### config.mk
export PLATFORM = sky130hd
export DESIGN_NAME = display_scan_ctrl
export DESIGN_NICKNAME = d
export VERILOG_FILES = /design/src/rtl/disp_pkg.sv /design/src/rtl/seg7_hex_decode.sv /design/src/rtl/display_scan_ctrl.sv
export SDC_FILE = /design/constraint.sdc
export NUM_CORES = 1
export LEC_CHECK = 0
export CAP_MARGIN = 20
export CORE_UTILIZATION = 54
export DETAILED_ROUTE_END_ITERATION = 10
export GPL_ROUTABILITY_DRIVEN = 0
export GPL_TIMING_DRIVEN = 0
export PLACE_DENSITY_LB_ADDON = 0.05
export SLEW_MARGIN = 15
export SYNTH_ARGS = -nofsm -noshare
export SYNTH_HDL_FRONTEND = slang
export SYNTH_SLANG_ARGS = --single-unit
### constraint.sdc
create_clock -name clk -period 2.4 [get_ports clk]
set_input_delay 0.36 -clock clk [delete_from_list [all_inputs] [get_ports clk]]
set_output_delay 0.36 -clock clk [all_outputs]
set_load 0.01 [all_outputs]
### src/rtl/disp_pkg.sv
// Shared types and constants for the multiplexed 7-segment scan controller.
package disp_pkg;

  // Per-slot phase: anodes dark, or the selected digit lit.
  typedef enum logic {
    BLANK = 1'b0,
    SHOW  = 1'b1
  } state_e;

  // All segments off (active-low pattern).
  localparam logic [6:0] SEG_OFF = 7'h7F;

  // Width of the per-slot tick counter; holds up to 15 ticks.
  localparam int CNT_W = 4;

  // Width of a digit index for n digits.
  function automatic int idx_w(input int n);
    return (n <= 1) ? 1 : $clog2(n);
  endfunction

endpackage

### src/rtl/seg7_hex_decode.sv
// Hex nibble to active-low 7-segment glyph, bit order {g,f,e,d,c,b,a}.
module seg7_hex_decode (
  input  logic [3:0] nib_i,
  output logic [6:0] seg_o
);

  // Standard hex glyph table; lowercase b and d for 0xB and 0xD.
  always_comb begin
    seg_o = 7'h7F;
    case (nib_i)
      4'h0: seg_o = 7'h40;
      4'h1: seg_o = 7'h79;
      4'h2: seg_o = 7'h24;
      4'h3: seg_o = 7'h30;
      4'h4: seg_o = 7'h19;
      4'h5: seg_o = 7'h12;
      4'h6: seg_o = 7'h02;
      4'h7: seg_o = 7'h78;
      4'h8: seg_o = 7'h00;
      4'h9: seg_o = 7'h10;
      4'hA: seg_o = 7'h08;
      4'hB: seg_o = 7'h03;
      4'hC: seg_o = 7'h46;
      4'hD: seg_o = 7'h21;
      4'hE: seg_o = 7'h06;
      4'hF: seg_o = 7'h0E;
      default: seg_o = 7'h7F;
    endcase
  end

endmodule

### src/rtl/display_scan_ctrl.sv
// Multiplexed common-anode 7-segment scan controller.
// Each digit slot spends BLANK_TICKS refresh ticks with all anodes off, then
// ON_TICKS ticks showing the digit. New display values arrive through a
// valid/ready handshake into a shadow register and are committed only at a
// frame boundary (or immediately while the display is disabled), so a frame
// never mixes old and new digits.
// Optional build macro DISP_LZ_BLANK_EN: leading-zero suppression on digits
// above digit 0 (anode timing unchanged, segments forced off).
module display_scan_ctrl
  import disp_pkg::*;
#(
  parameter int N_DIGITS    = 4,
  parameter int BLANK_TICKS = 1,
  parameter int ON_TICKS    = 2
) (
  input  logic                  clk,
  input  logic                  rst,
  input  logic                  tick,
  input  logic                  en,
  input  logic                  load_valid,
  input  logic [4*N_DIGITS-1:0] load_data,
  output logic                  load_ready,
  output logic [N_DIGITS-1:0]   an,
  output logic [6:0]            seg,
  output logic                  frame_done
);

  localparam int IDX_W = idx_w(N_DIGITS);
  localparam int DW    = 4 * N_DIGITS;

  // Scan FSM and counters
  state_e             state_q;
  logic [IDX_W-1:0]   idx_q;
  logic [CNT_W-1:0]   slot_cnt_q;
  logic               frame_done_q;

  // Handshake / shadow registers
  logic [DW-1:0]      disp_q,    disp_d;
  logic [DW-1:0]      pend_q,    pend_d;
  logic               pending_q, pending_d;
  logic               ready_q,   ready_d;

  // Registered pin drivers
  logic [N_DIGITS-1:0] an_q, an_d;
  logic [6:0]          seg_q, seg_d;

  logic [CNT_W:0]     cnt_inc;
  logic               blank_last;
  logic               show_last;
  logic               idx_last;
  logic               wrap;
  logic               accept;
  logic               commit;
  logic [3:0]         nib;
  logic [6:0]         glyph;
  logic               lz_off;

  assign cnt_inc    = {1'b0, slot_cnt_q} + 1'b1;
  assign blank_last = (cnt_inc == (CNT_W+1)'(BLANK_TICKS));
  assign show_last  = (cnt_inc == (CNT_W+1)'(ON_TICKS));
  assign idx_last   = (idx_q == IDX_W'(N_DIGITS - 1));

  // The tick that ends the last digit's SHOW phase closes the frame.
  assign wrap = en & tick & (state_q == SHOW) & show_last & idx_last;

  // Scan FSM: slot phase, digit index, tick counter and the frame pulse.
  always_ff @(posedge clk or posedge rst) begin
    if (rst) begin
      state_q      <= BLANK;
      idx_q        <= '0;
      slot_cnt_q   <= '0;
      frame_done_q <= 1'b0;
    end else begin
      frame_done_q <= wrap;
      if (!en) begin
        state_q    <= BLANK;
        idx_q      <= '0;
        slot_cnt_q <= '0;
      end else begin
        case (state_q)
          BLANK: begin
            // With no blank phase configured, BLANK only exists right after
            // enable/reset and hands over to SHOW at once.
            if (BLANK_TICKS == 0) begin
              state_q    <= SHOW;
              slot_cnt_q <= '0;
            end else if (tick) begin
              if (blank_last) begin
                state_q    <= SHOW;
                slot_cnt_q <= '0;
              end else begin
                slot_cnt_q <= slot_cnt_q + 1'b1;
              end
            end
          end
          SHOW: begin
            if (tick) begin
              if (show_last) begin
                slot_cnt_q <= '0;
                state_q    <= (BLANK_TICKS == 0) ? SHOW : BLANK;
                idx_q      <= idx_last ? '0 : idx_q + 1'b1;
              end else begin
                slot_cnt_q <= slot_cnt_q + 1'b1;
              end
            end
          end
          default: state_q <= BLANK;
        endcase
      end
    end
  end

  // A value already pending commits at the frame boundary, or straight away
  // while disabled since nothing is being shown. load_ready mirrors the
  // shadow register being free.
  assign accept = load_valid & ready_q;
  assign commit = pending_q & (~en | wrap);

  // Shadow-register and display-register next state.
  always_comb begin
    disp_d    = disp_q;
    pend_d    = pend_q;
    pending_d = pending_q;
    if (commit) begin
      disp_d    = pend_q;
      pending_d = 1'b0;
    end
    if (accept) begin
      pend_d    = load_data;
      pending_d = 1'b1;
    end
    ready_d = ~pending_d;
  end

  // Handshake and display registers.
  always_ff @(posedge clk or posedge rst) begin
    if (rst) begin
      disp_q    <= '0;
      pend_q    <= '0;
      pending_q <= 1'b0;
      ready_q   <= 1'b1;
    end else begin
      disp_q    <= disp_d;
      pend_q    <= pend_d;
      pending_q <= pending_d;
      ready_q   <= ready_d;
    end
  end

  assign nib = disp_q[{idx_q, 2'b00} +: 4];

  seg7_hex_decode u_dec (
    .nib_i (nib),
    .seg_o (glyph)
  );

`ifdef DISP_LZ_BLANK_EN
  // A digit above 0 is a leading zero when it and every higher nibble are 0.
  always_comb begin
    lz_off = 1'b0;
    for (int i = 1; i < N_DIGITS; i++) begin
      if ((idx_q == IDX_W'(i)) && ((disp_q >> (4 * i)) == '0)) begin
        lz_off = 1'b1;
      end
    end
  end
`else
  assign lz_off = 1'b0;
`endif

  // Pin drivers derived from the current FSM state; dark whenever disabled.
  always_comb begin
    an_d  = '1;
    seg_d = SEG_OFF;
    if (en && (state_q == SHOW)) begin
      an_d[idx_q] = 1'b0;
      seg_d       = lz_off ? SEG_OFF : glyph;
    end
  end

  // Output registers: pins lag the FSM by one clock.
  always_ff @(posedge clk or posedge rst) begin
    if (rst) begin
      an_q  <= '1;
      seg_q <= SEG_OFF;
    end else begin
      an_q  <= an_d;
      seg_q <= seg_d;
    end
  end

  assign an         = an_q;
  assign seg        = seg_q;
  assign load_ready = ready_q;
  assign frame_done = frame_done_q;

endmodule

==> results.toml <==
[setup_path]
cp_max_fo = 7
worstSetupPathType = "reg2reg"
rrSetupSlack_ns = 0.12
cp_slowest_cell = "mux4_2"
ff2ff_path_depth = 6
crit_path_end_kind = "register"
startpoint_type = "register"
cp_cell_sequence = "buf_2, mux4_2, ha_1, nor2b_1, a2111oi_0, a31oi_1"
crit_buf_inv = 1
path_delay_family = "multiplexers"
reg2reg_from = "idx_q[0]"
arrival_ns = 2.50
critPathLaunch = "idx_q[0]"
slowest_delay_ns = 0.61
r2r-end = "seg[3]"
required_ns = 2.62
crit_cells = 6

[sta]
clock-skew-final_ns = 0.00458
rsz0062_at_grt = "no"
finalSetupViolCount = 0
tightestPinTransition_ns = 0.584
worst_slack_ns = 0.125
fin_tns_setup_ns = 0
timing.fmax_mhz = 439
hold_viol = 0
fin_crit_ns = 2.28
max_slew_margin = 0.605
finalCritPeriodShare = 0.948
slew_viol_final = 0

[place]
placed_cell_area_sq_mm = 0.00290
place_ws_ns = 0.0950
place_inst = 276
portBuffers = 32
dp.final_hpwl_mm = 3.22

[clock_network]
clk_pin_slew_worst_paths_ns = 0.10
ctsHoldBuffers = 0
numCtsBuffers = 5
cts-root-buf = "clkbuf_8"
ctsResizeCount = 0
numClockSinks = 53
cts.htree.levels = 2
clk_latency_ns = 0.30
clockBufferDepth = 2
tritoncts = "built"
post_cts_buffers = 0

[drt]
wirelength_mm = 4.41
drc_errors = 0
wl_per_cell_microns = 15.4
vias_per_cell = 5.62
route.vias.total = 1613
drtIter0Drc = 132
drtAntennaViolNets = 0
drt-pass1-iter-count = 4

[cells_and_area]
area_growth_pct = 20.9
n_antenna_cell = 0
fin_nets = 268
design_area_sq_mm = 0.00301
multi_input_area_sq_mm = 0.00107
drive_above_1_share = 0.294
final-seq-area_sq_mm = 0.00134
nFillCells = 299
fin_cells = 287

[floorplan]
rows = 24
die_h_microns = 69.9
core_sq_mm = 0.00438
ios = 34
die_w_microns = 69.9
die_area_sq_mm = 0.00489
start_util = 0.568

[synthesis]
yosysSeqAreaShare = 0.538
synth_common_cells = "dfrtp_1, mux2_2, nand2_1"
synth-edff-count = 0
synth-xor-area-share = 0.00703
synth_area_sq_mm = 0.00249
synth.avg_cell_area_sq_um = 13.0
async_reset_ff_frac = 1.00
muxShareOfSynthArea = 0.197
synthAdderAreaFrac = 0.0653
synth_most_common_cell = "dfrtp_1"
synth_cell_types = 37
netlist.area_leader.share = 0.412
synth_flop_cell = "dfrtp_1"
yosysWarnings = 0
synth-compound-area-share = 0.0813
ys_top_cells_by_area = "dfrtp_1, mux2_2, dfstp_2"
synth-seq-cells = 53
syn_nets = 225
synthSimpleGateAreaFrac = 0.0808
synth_top_family_by_area = "multiplexers"
synth_top_cell_by_area = "dfrtp_1"
syn-instance-count = 191

[power]
power_frac_seq = 0.496
combinationalPowerShare = 0.291
pwr-share-clk = 0.212
intPower_uw = 1700
ir_worst_vdd_mv = 0.492
p_leak_uw = 0.00125
netSwitchingPower_uw = 741
power_density_mw_per_mm2 = 810
p_sw_frac = 0.304

[worst_hold_path]
hp-class = "in2async"

[global_route]
grt_pass1_wl_mm = 7.67
gr-total-overflow = 0
antenna_found_initial = 0
grt_pass1_vias = 1669
track_usage = 0.202
grt_max_degree = 39

[status]
status = "complete, no violations"

[job]
maxCapViolCount = 0
## sequential cells by signal, indices dropped and copies added, names as in the netlist
register and flops:
pending_q 1, an 4, state_q 1, pend_q 16
load_ready 1, frame_done 1, seg 7, disp_q 16
slot_cnt_q 4, idx_q 2
## power groups by stage
stage	registers [uW]	logic (uW)	clock network, uW
finish	1210	712	519
global route	1230	782	578
CTS	1210	699	539
detailed placement	1230	696	0
global placement	1220	648	0
floorplan	1200	507	0
## how the worst max path moves through the flow
stage,to
after floorplan,disp_q[0]
after global placement,pend_q[11]
after detailed placement,disp_q[7]
after CTS,disp_q[7]
after global routing,seg[3]
final,seg[3]
## area by class of cell
cell class | instances | area share
plain buffers | 9 | 0.0154
clock buffers | 5 | 0.0228
clock inverters | 3 | 0.00830
inverters | 8 | 0.00996
multi-input cells | 121 | 0.357
flip-flops and latches | 53 | 0.445
well taps | 52 | 0.0216
repair buffers | 36 | 0.120
## logic make-up (layout without fill, tap and decap cells)
| group | after synthesis | in the layout |
|---|---|---|
| adder cells (fa/ha/maj) | 13 | 13 |
| AO/OA/AOI/OAI | 26 | 26 |
| multiplexers | 40 | 40 |
| buffers and inverters | 17 | 61 |
| flip-flops | 53 | 53 |
| AND/OR/NAND/NOR | 40 | 40 |
| XOR/XNOR | 2 | 2 |
## metrics by stage
step	total power [uW]	utilization	hold WS, ns
floorplan	1710	-	0.474
global placement	1860	0.656	0.483
detailed placement	1930	0.661	0.491
CTS	2450	0.682	0.340
global route	2590	0.688	0.379
finish	2440	0.688	0.337
## cells in the final DEF (no fill, tap or decap), types with 2 or more instances in the layout
| master | n |
|---|---|
| xnor2_1 | 2 |
| nand4_1 | 2 |
| buf_4 | 3 |
| a21boi_0 | 2 |
| clkdlybuf4s50_1 | 32 |
| a21oi_1 | 4 |
| clkbuf_1 | 4 |
| o211ai_1 | 2 |
| nand2_1 | 16 |
| and2_1 | 3 |
| clkbuf_8 | 5 |
| mux2i_1 | 4 |
| o311ai_0 | 2 |
| inv_1 | 7 |
| o21ai_0 | 4 |
| mux4_2 | 4 |
| dfrtp_1 | 41 |
| a31oi_1 | 3 |
| buf_2 | 4 |
| mux2_2 | 32 |
| nor3_1 | 2 |
| dfstp_2 | 12 |
| o21a_1 | 2 |
| nand2b_1 | 5 |
| nor2_1 | 6 |
| inv_6 | 2 |
| ha_1 | 13 |
## per-layer routing
layer / global-route usage / vias to the layer above / part of all wire
met5: 0 / - / 0
met4: 0.0822 / 0 / 0.017
met3: 0.0361 / 7 / 0.044
met2: 0.351 / 54 / 0.52
met1: 0.249 / 796 / 0.42
li1: - / 756 / -
No activity file was read; power rests on OpenSTA's default activity.
==> edit 1 (config.mk and constraints unchanged) <==
Register the output `an` once more, with the module's reset; this adds one clock of latency there. The other outputs are not delayed to match.
--- a/src/rtl/display_scan_ctrl.sv
+++ b/src/rtl/display_scan_ctrl.sv
@@ -190,5 +190,11 @@
   end
 
-  assign an         = an_q;
+  always_ff @(posedge clk or posedge rst) begin
+    if (rst) begin
+      an <= '0;
+    end else begin
+      an <= an_q;
+    end
+  end
   assign seg        = seg_q;
   assign load_ready = ready_q;
Behaviour: not the same (Yosys sat finds a counterexample within 4 cycles, from zero or initial values and one cycle with rst high).
==> edit 1 against the original RTL <==
- area after synthesis is 4.6% higher
- routed wire length up 10%
- total power rose by 16%
- sequential cell count rose by 4
- count of clock-buffer cells in the layout is 11 higher
- combinational power grew 7.2%
- design area rose by 5.6%
- cell count grew 1.7%
- setup slack better by 0.059 ns
- clock power is 50% higher
- maximum frequency grew 2.7%
==> edit 1: results <==
metrics = {
    "status": {
        "status": "finished, final reports clean",
    },
    "critical_path": {
        "cp_data_arrival_time_ns": 2.45,
        "path_delay_family": "multiplexers",
        "max_stage_delay_ns": 0.59,
        "crit_slowest_cell": "sky130_fd_sc_hd__mux4_2",
    },
    "sta": {
        "worst_slew_margin_relative_to_its_limit_pct": 59.0,
        "timing.clock.skew_ns": 0.00720,
    },
    "route": {
        "wire_length_reported_by_the_detailed_router_mm": 4.85,
        "number_of_violations_reported_at_the_end_of_detailed_routing_iteration_0": 147,
        "via_count": 1607,
        "vias_per_cell": 5.50,
        "detail_route.first_pass.iterations": 4,
    },
    "final_layout": {
        "layout-drive-gt1-share_pct": 28.7,
        "fillers": 305,
        "num-nets-final": 269,
    },
    "logic_synthesis": {
        "netlist_top_cells_area": "sky130_fd_sc_hd__dfrtp_1, sky130_fd_sc_hd__dfstp_2, sky130_fd_sc_hd__mux2_2",
        "synth_seq_area_share_pct": 55.3,
        "yosysWarnings": 0,
        "synth.cells.most_frequent": "sky130_fd_sc_hd__dfrtp_1, sky130_fd_sc_hd__mux2_2, sky130_fd_sc_hd__ha_1, sky130_fd_sc_hd__nand2_1, sky130_fd_sc_hd__dfstp_2",
        "synth.avg_cell_area_sq_um": 13.6,
    },
    "worst_hold_path": {
        "hold_path.class": "reg2reg",
    },
    "global_route": {
        "grt_max_degree": 30,
        "wire_length_of_the_first_global_routing_pass_mm": 8.37,
        "vias_in_the_first_global_route": 1717,
        "gr-usage-all-layers_pct": 22.0,
    },
    "place": {
        "dp_hpwl_mm": 3.45,
        "io_buffer_count": 32,
        "placement.cell_area_sq_mm": 0.00301,
        "detailedPlace.worstSlack_ns": 0.189,
        "place_inst": 276,
    },
    "clocking": {
        "clk_pin_slew_worst_paths_ns": 0.06,
        "htreeDepth": 3,
        "cts_buffers": 9,
        "ctsRootBufferMaster": "sky130_fd_sc_hd__clkbuf_8",
        "clk-insertion-delay-late_ns": 0.33,
    },
    "pwr": {
        "ir_drop_mv": 0.422,
        "leakage_power_figure_nw": 1.36,
    },
}
-- edit 1: cell types whose count changed after synthesis, sizes merged, moves of 2 or more --
cell | unedited run | this run
nor2 | 6 | 8
nand2b | 5 | 3
nor3 | 2 | 0
nor2b | 1 | 5
dfrtp | 41 | 45
nand2 | 16 | 14
mux2i | 4 | 2
-- edit 1: metal layers --
metal | vias to the layer above | global-route usage [%] | share of wire (%) | wire [microns]
met1 | 801 | 28.5 | 46 | 2210
met4 | 0 | 12.0 | 1.8 | 88
met2 | 40 | 35.3 | 50 | 2410
met3 | 10 | 4.36 | 2.9 | 140
li1 | 756 | - | - | -
met5 | - | 0 | 0 | 0
-- edit 1: power by group --
| group | total (mW) | leakage [nW] | switching (mW) | internal (mW) |
|---|---|---|---|---|
| Combinational | 0.763 | 0.614 | 0.350 | 0.414 |
| Clock | 0.779 | 0.0850 | 0.345 | 0.434 |
| Sequential | 1.30 | 0.659 | 0.119 | 1.18 |
-- edit 1: logic make-up after synthesis --
| logic type | after synthesis | share of synthesized area (%) |
|---|---|---|
| compound gates | 27 | 7.68 |
| mux | 38 | 19.5 |
| fa+ha+maj | 13 | 6.24 |
| simple gates | 39 | 7.68 |
| buf+inv | 15 | 2.93 |
| xor+xnor | 2 | 0.672 |
| flops | 57 | 55.3 |
-- edit 1: final timing paths --
check                                    to                  from  depth (start not counted)  slack, ns
max                        seg[3]$_DFF_PP1_  idx_q[0]$_DFFE_PP0P_                          6       0.18
min in group asynchronous   an[2]$_DFF_PP0_                   rst                          2       0.44
min reg2reg                 an[2]$_DFF_PP0_     an_q[2]$_DFF_PP1_                          0       0.39
max in group asynchronous  seg[6]$_DFF_PP1_                   rst                          3       1.32
max reg2reg                seg[3]$_DFF_PP1_  idx_q[0]$_DFFE_PP0P_                          6       0.18
min                         an[2]$_DFF_PP0_     an_q[2]$_DFF_PP1_                          0       0.39
-- edit 1: area by class of cell --
type | count | area [sq um] | area share, %
tap | 52 | 65.1 | 2.04
buffer | 8 | 50.0 | 1.57
timing repair buffer | 33 | 340 | 10.7
clock buffer | 16 | 170 | 5.35
inverter | 7 | 26.3 | 0.826
sequential | 57 | 1440 | 45.3
multi-input combinational | 119 | 1090 | 34.2
-- edit 1: per-stage QoR --
| stage | TNS (ns) | util (%) |
|---|---|---|
| floorplan | 0 | - |
| detailed placement | 0 | 66.9 |
| global route | 0 | 70.6 |
| CTS | 0 | 70.6 |
| global placement | -10.18 | 66.4 |
| finish | 0 | 70.6 |
==> edit 2 (config.mk and constraints unchanged) <==
Without the edit above. Add a define of `DISP_LZ_BLANK_EN`.
--- a/src/rtl/display_scan_ctrl.sv
+++ b/src/rtl/display_scan_ctrl.sv
@@ -7,4 +7,6 @@
 // Optional build macro DISP_LZ_BLANK_EN: leading-zero suppression on digits
 // above digit 0 (anode timing unchanged, segments forced off).
+`define DISP_LZ_BLANK_EN
+
 module display_scan_ctrl
   import disp_pkg::*;
Formal check against the unedited RTL: not equivalent (Yosys sat finds a counterexample within 10 cycles, from zero or initial values and one cycle with rst high).
==> edit 2 against the original RTL <==
- combinational power grew 23%
- area after synthesis grew 4.7%
- design area grew 4.7%
- sequential cell count is the same
- count of clock-buffer cells in the layout is the same
- total power grew 17%
- routed wire length grew 0.98%
- clock skew grew 0.0014 ns
- sequential share of layout area shrank 2.0 points
- critical path depth grew 2
- die area grew 4.5%
- synthesized cell count grew 5.2%
- setup slack gained 0.035 ns
- maximum frequency grew 1.6%
- largest cell class unchanged
- highest routed layer unchanged
==> edit 2: results <==
metrics = {
    "logic_synthesis": {
        "netlist_top_cells_area": "sky130_fd_sc_hd__dfrtp_1, sky130_fd_sc_hd__dfstp_2, sky130_fd_sc_hd__mux2_2",
        "synth_seq_area_share_pct": 51.4,
        "yosysUniqueCellTypes": 40,
        "synth.cells.most_frequent": "sky130_fd_sc_hd__dfrtp_1, sky130_fd_sc_hd__mux2_2, sky130_fd_sc_hd__nand2_1, sky130_fd_sc_hd__ha_1",
        "synthCells": 201,
    },
    "final_layout": {
        "bufAreaShareNonClock_pct": 12.1,
        "clock_area_share_pct": 4.24,
        "flops_and_latches": 53,
        "fillers": 317,
        "fraction_of_area_in_multi_input_gates_pct": 37.7,
        "n_multi_input_combinational_cell": 130,
        "signal_buffers": 39,
        "inv_count": 12,
        "layout.cells.non_filler": 294,
        "num-nets-final": 275,
        "layout-drive-gt1-share_pct": 27.3,
    },
    "critical_path": {
        "depth_of_the_most_critical_reg_to_reg_path": 8,
        "cp_data_arrival_time_ns": 2.46,
        "rr_endpoint": "seg[0]$_DFF_PP1_",
        "regToRegSetupSlack_ns": 0.16,
    },
    "status": {
        "status": "finished, final reports clean",
    },
    "pwr": {
        "ir_drop_mv": 0.546,
        "leakage_power_figure_nw": 1.36,
    },
    "route": {
        "via_count": 1650,
    },
    "sta": {
        "timing.clock.skew_ns": 0.00595,
        "hold_ws_ns": 0.366,
        "timing_worst_slew_pin_value_ns": 0.614,
    },
    "global_route": {
        "gr-usage-all-layers_pct": 19.9,
        "grt_max_degree": 35,
        "wire_length_of_the_first_global_routing_pass_mm": 7.86,
    },
    "place": {
        "dp_hpwl_mm": 3.23,
        "io_buffer_count": 33,
    },
}
-- edit 2: changes by cell type in the layout (fill, tap and decap cells not counted), sizes merged, moves of 3 or more --
| cell | before | now |
|---|---|---|
| mux2i | 4 | 8 |
| nand2b | 5 | 1 |
| xor2 | 0 | 4 |
| buf | 9 | 3 |
| nand2 | 16 | 19 |
-- edit 2: metal layers --
layer | routed length, microns | GRT usage [%] | vias to the layer above
li1 | - | - | 789
met4 | 76 | 6.97 | 0
met1 | 1930 | 23.2 | 814
met3 | 148 | 4.50 | 9
met5 | 0 | 0 | -
met2 | 2300 | 36.3 | 38
-- edit 2: critical path, cell delays in order, from the launching register on --
cell and delay, ns:
sky130_fd_sc_hd__dfrtp_1 0.39, sky130_fd_sc_hd__clkbuf_4 0.21, sky130_fd_sc_hd__mux4_2 0.58, sky130_fd_sc_hd__inv_1 0.16, sky130_fd_sc_hd__ha_1 0.21, sky130_fd_sc_hd__inv_1 0.08, sky130_fd_sc_hd__a311oi_1 0.23, sky130_fd_sc_hd__a21oi_1 0.07
sky130_fd_sc_hd__o21ai_0 0.22
-- edit 2: worst max path at each step --
stage                                     from                endpoint  slack (ns)  cells past startpoint
after floorplan           idx_q[1]$_DFFE_PP0P_        seg[0]$_DFF_PP1_        0.43                      8
after global placement                     rst  disp_q[10]$_DFFE_PP0P_       -0.02                      2
after detailed placement  idx_q[1]$_DFFE_PP0P_        seg[0]$_DFF_PP1_        0.16                      8
after CTS                 idx_q[1]$_DFFE_PP0P_        seg[0]$_DFF_PP1_        0.07                      8
after global routing      idx_q[0]$_DFFE_PP0P_        seg[0]$_DFF_PP1_       0.006                      8
final                     idx_q[0]$_DFFE_PP0P_        seg[0]$_DFF_PP1_        0.16                      8
-- edit 2: cells by family after synthesis --
| group | Yosys count | share of synthesized area [%] |
|---|---|---|
| buf+inv | 18 | 2.97 |
| mux | 45 | 21.8 |
| xor+xnor | 7 | 2.35 |
| simple gates | 42 | 8.06 |
| flops | 53 | 51.4 |
| fa+ha+maj | 13 | 6.24 |
| compound gates | 23 | 7.20 |
-- edit 2: metrics by stage --
step	power [mW]	utilization (%)	area (sq um)	worst slack, ns
final	2.87	70.1	3160	0.160
after global routing	3.03	70.1	3160	0.00606
after CTS	2.88	70.1	3160	0.0655
after detailed placement	2.16	67.1	3020	0.157
after global placement	2.11	66.7	3000	-0.0152
after floorplan	1.91	-	2610	0.425
-- edit 2: where the power goes --
| part | switching, mW | total [mW] | internal (mW) | leakage [nW] |
|---|---|---|---|---|
| registers | 0.175 | 1.29 | 1.12 | 0.624 |
| clock network | 0.284 | 0.698 | 0.414 | 0.0681 |
| logic | 0.394 | 0.876 | 0.483 | 0.665 |
| total | 0.853 | 2.87 | 2.01 | 1.36 |
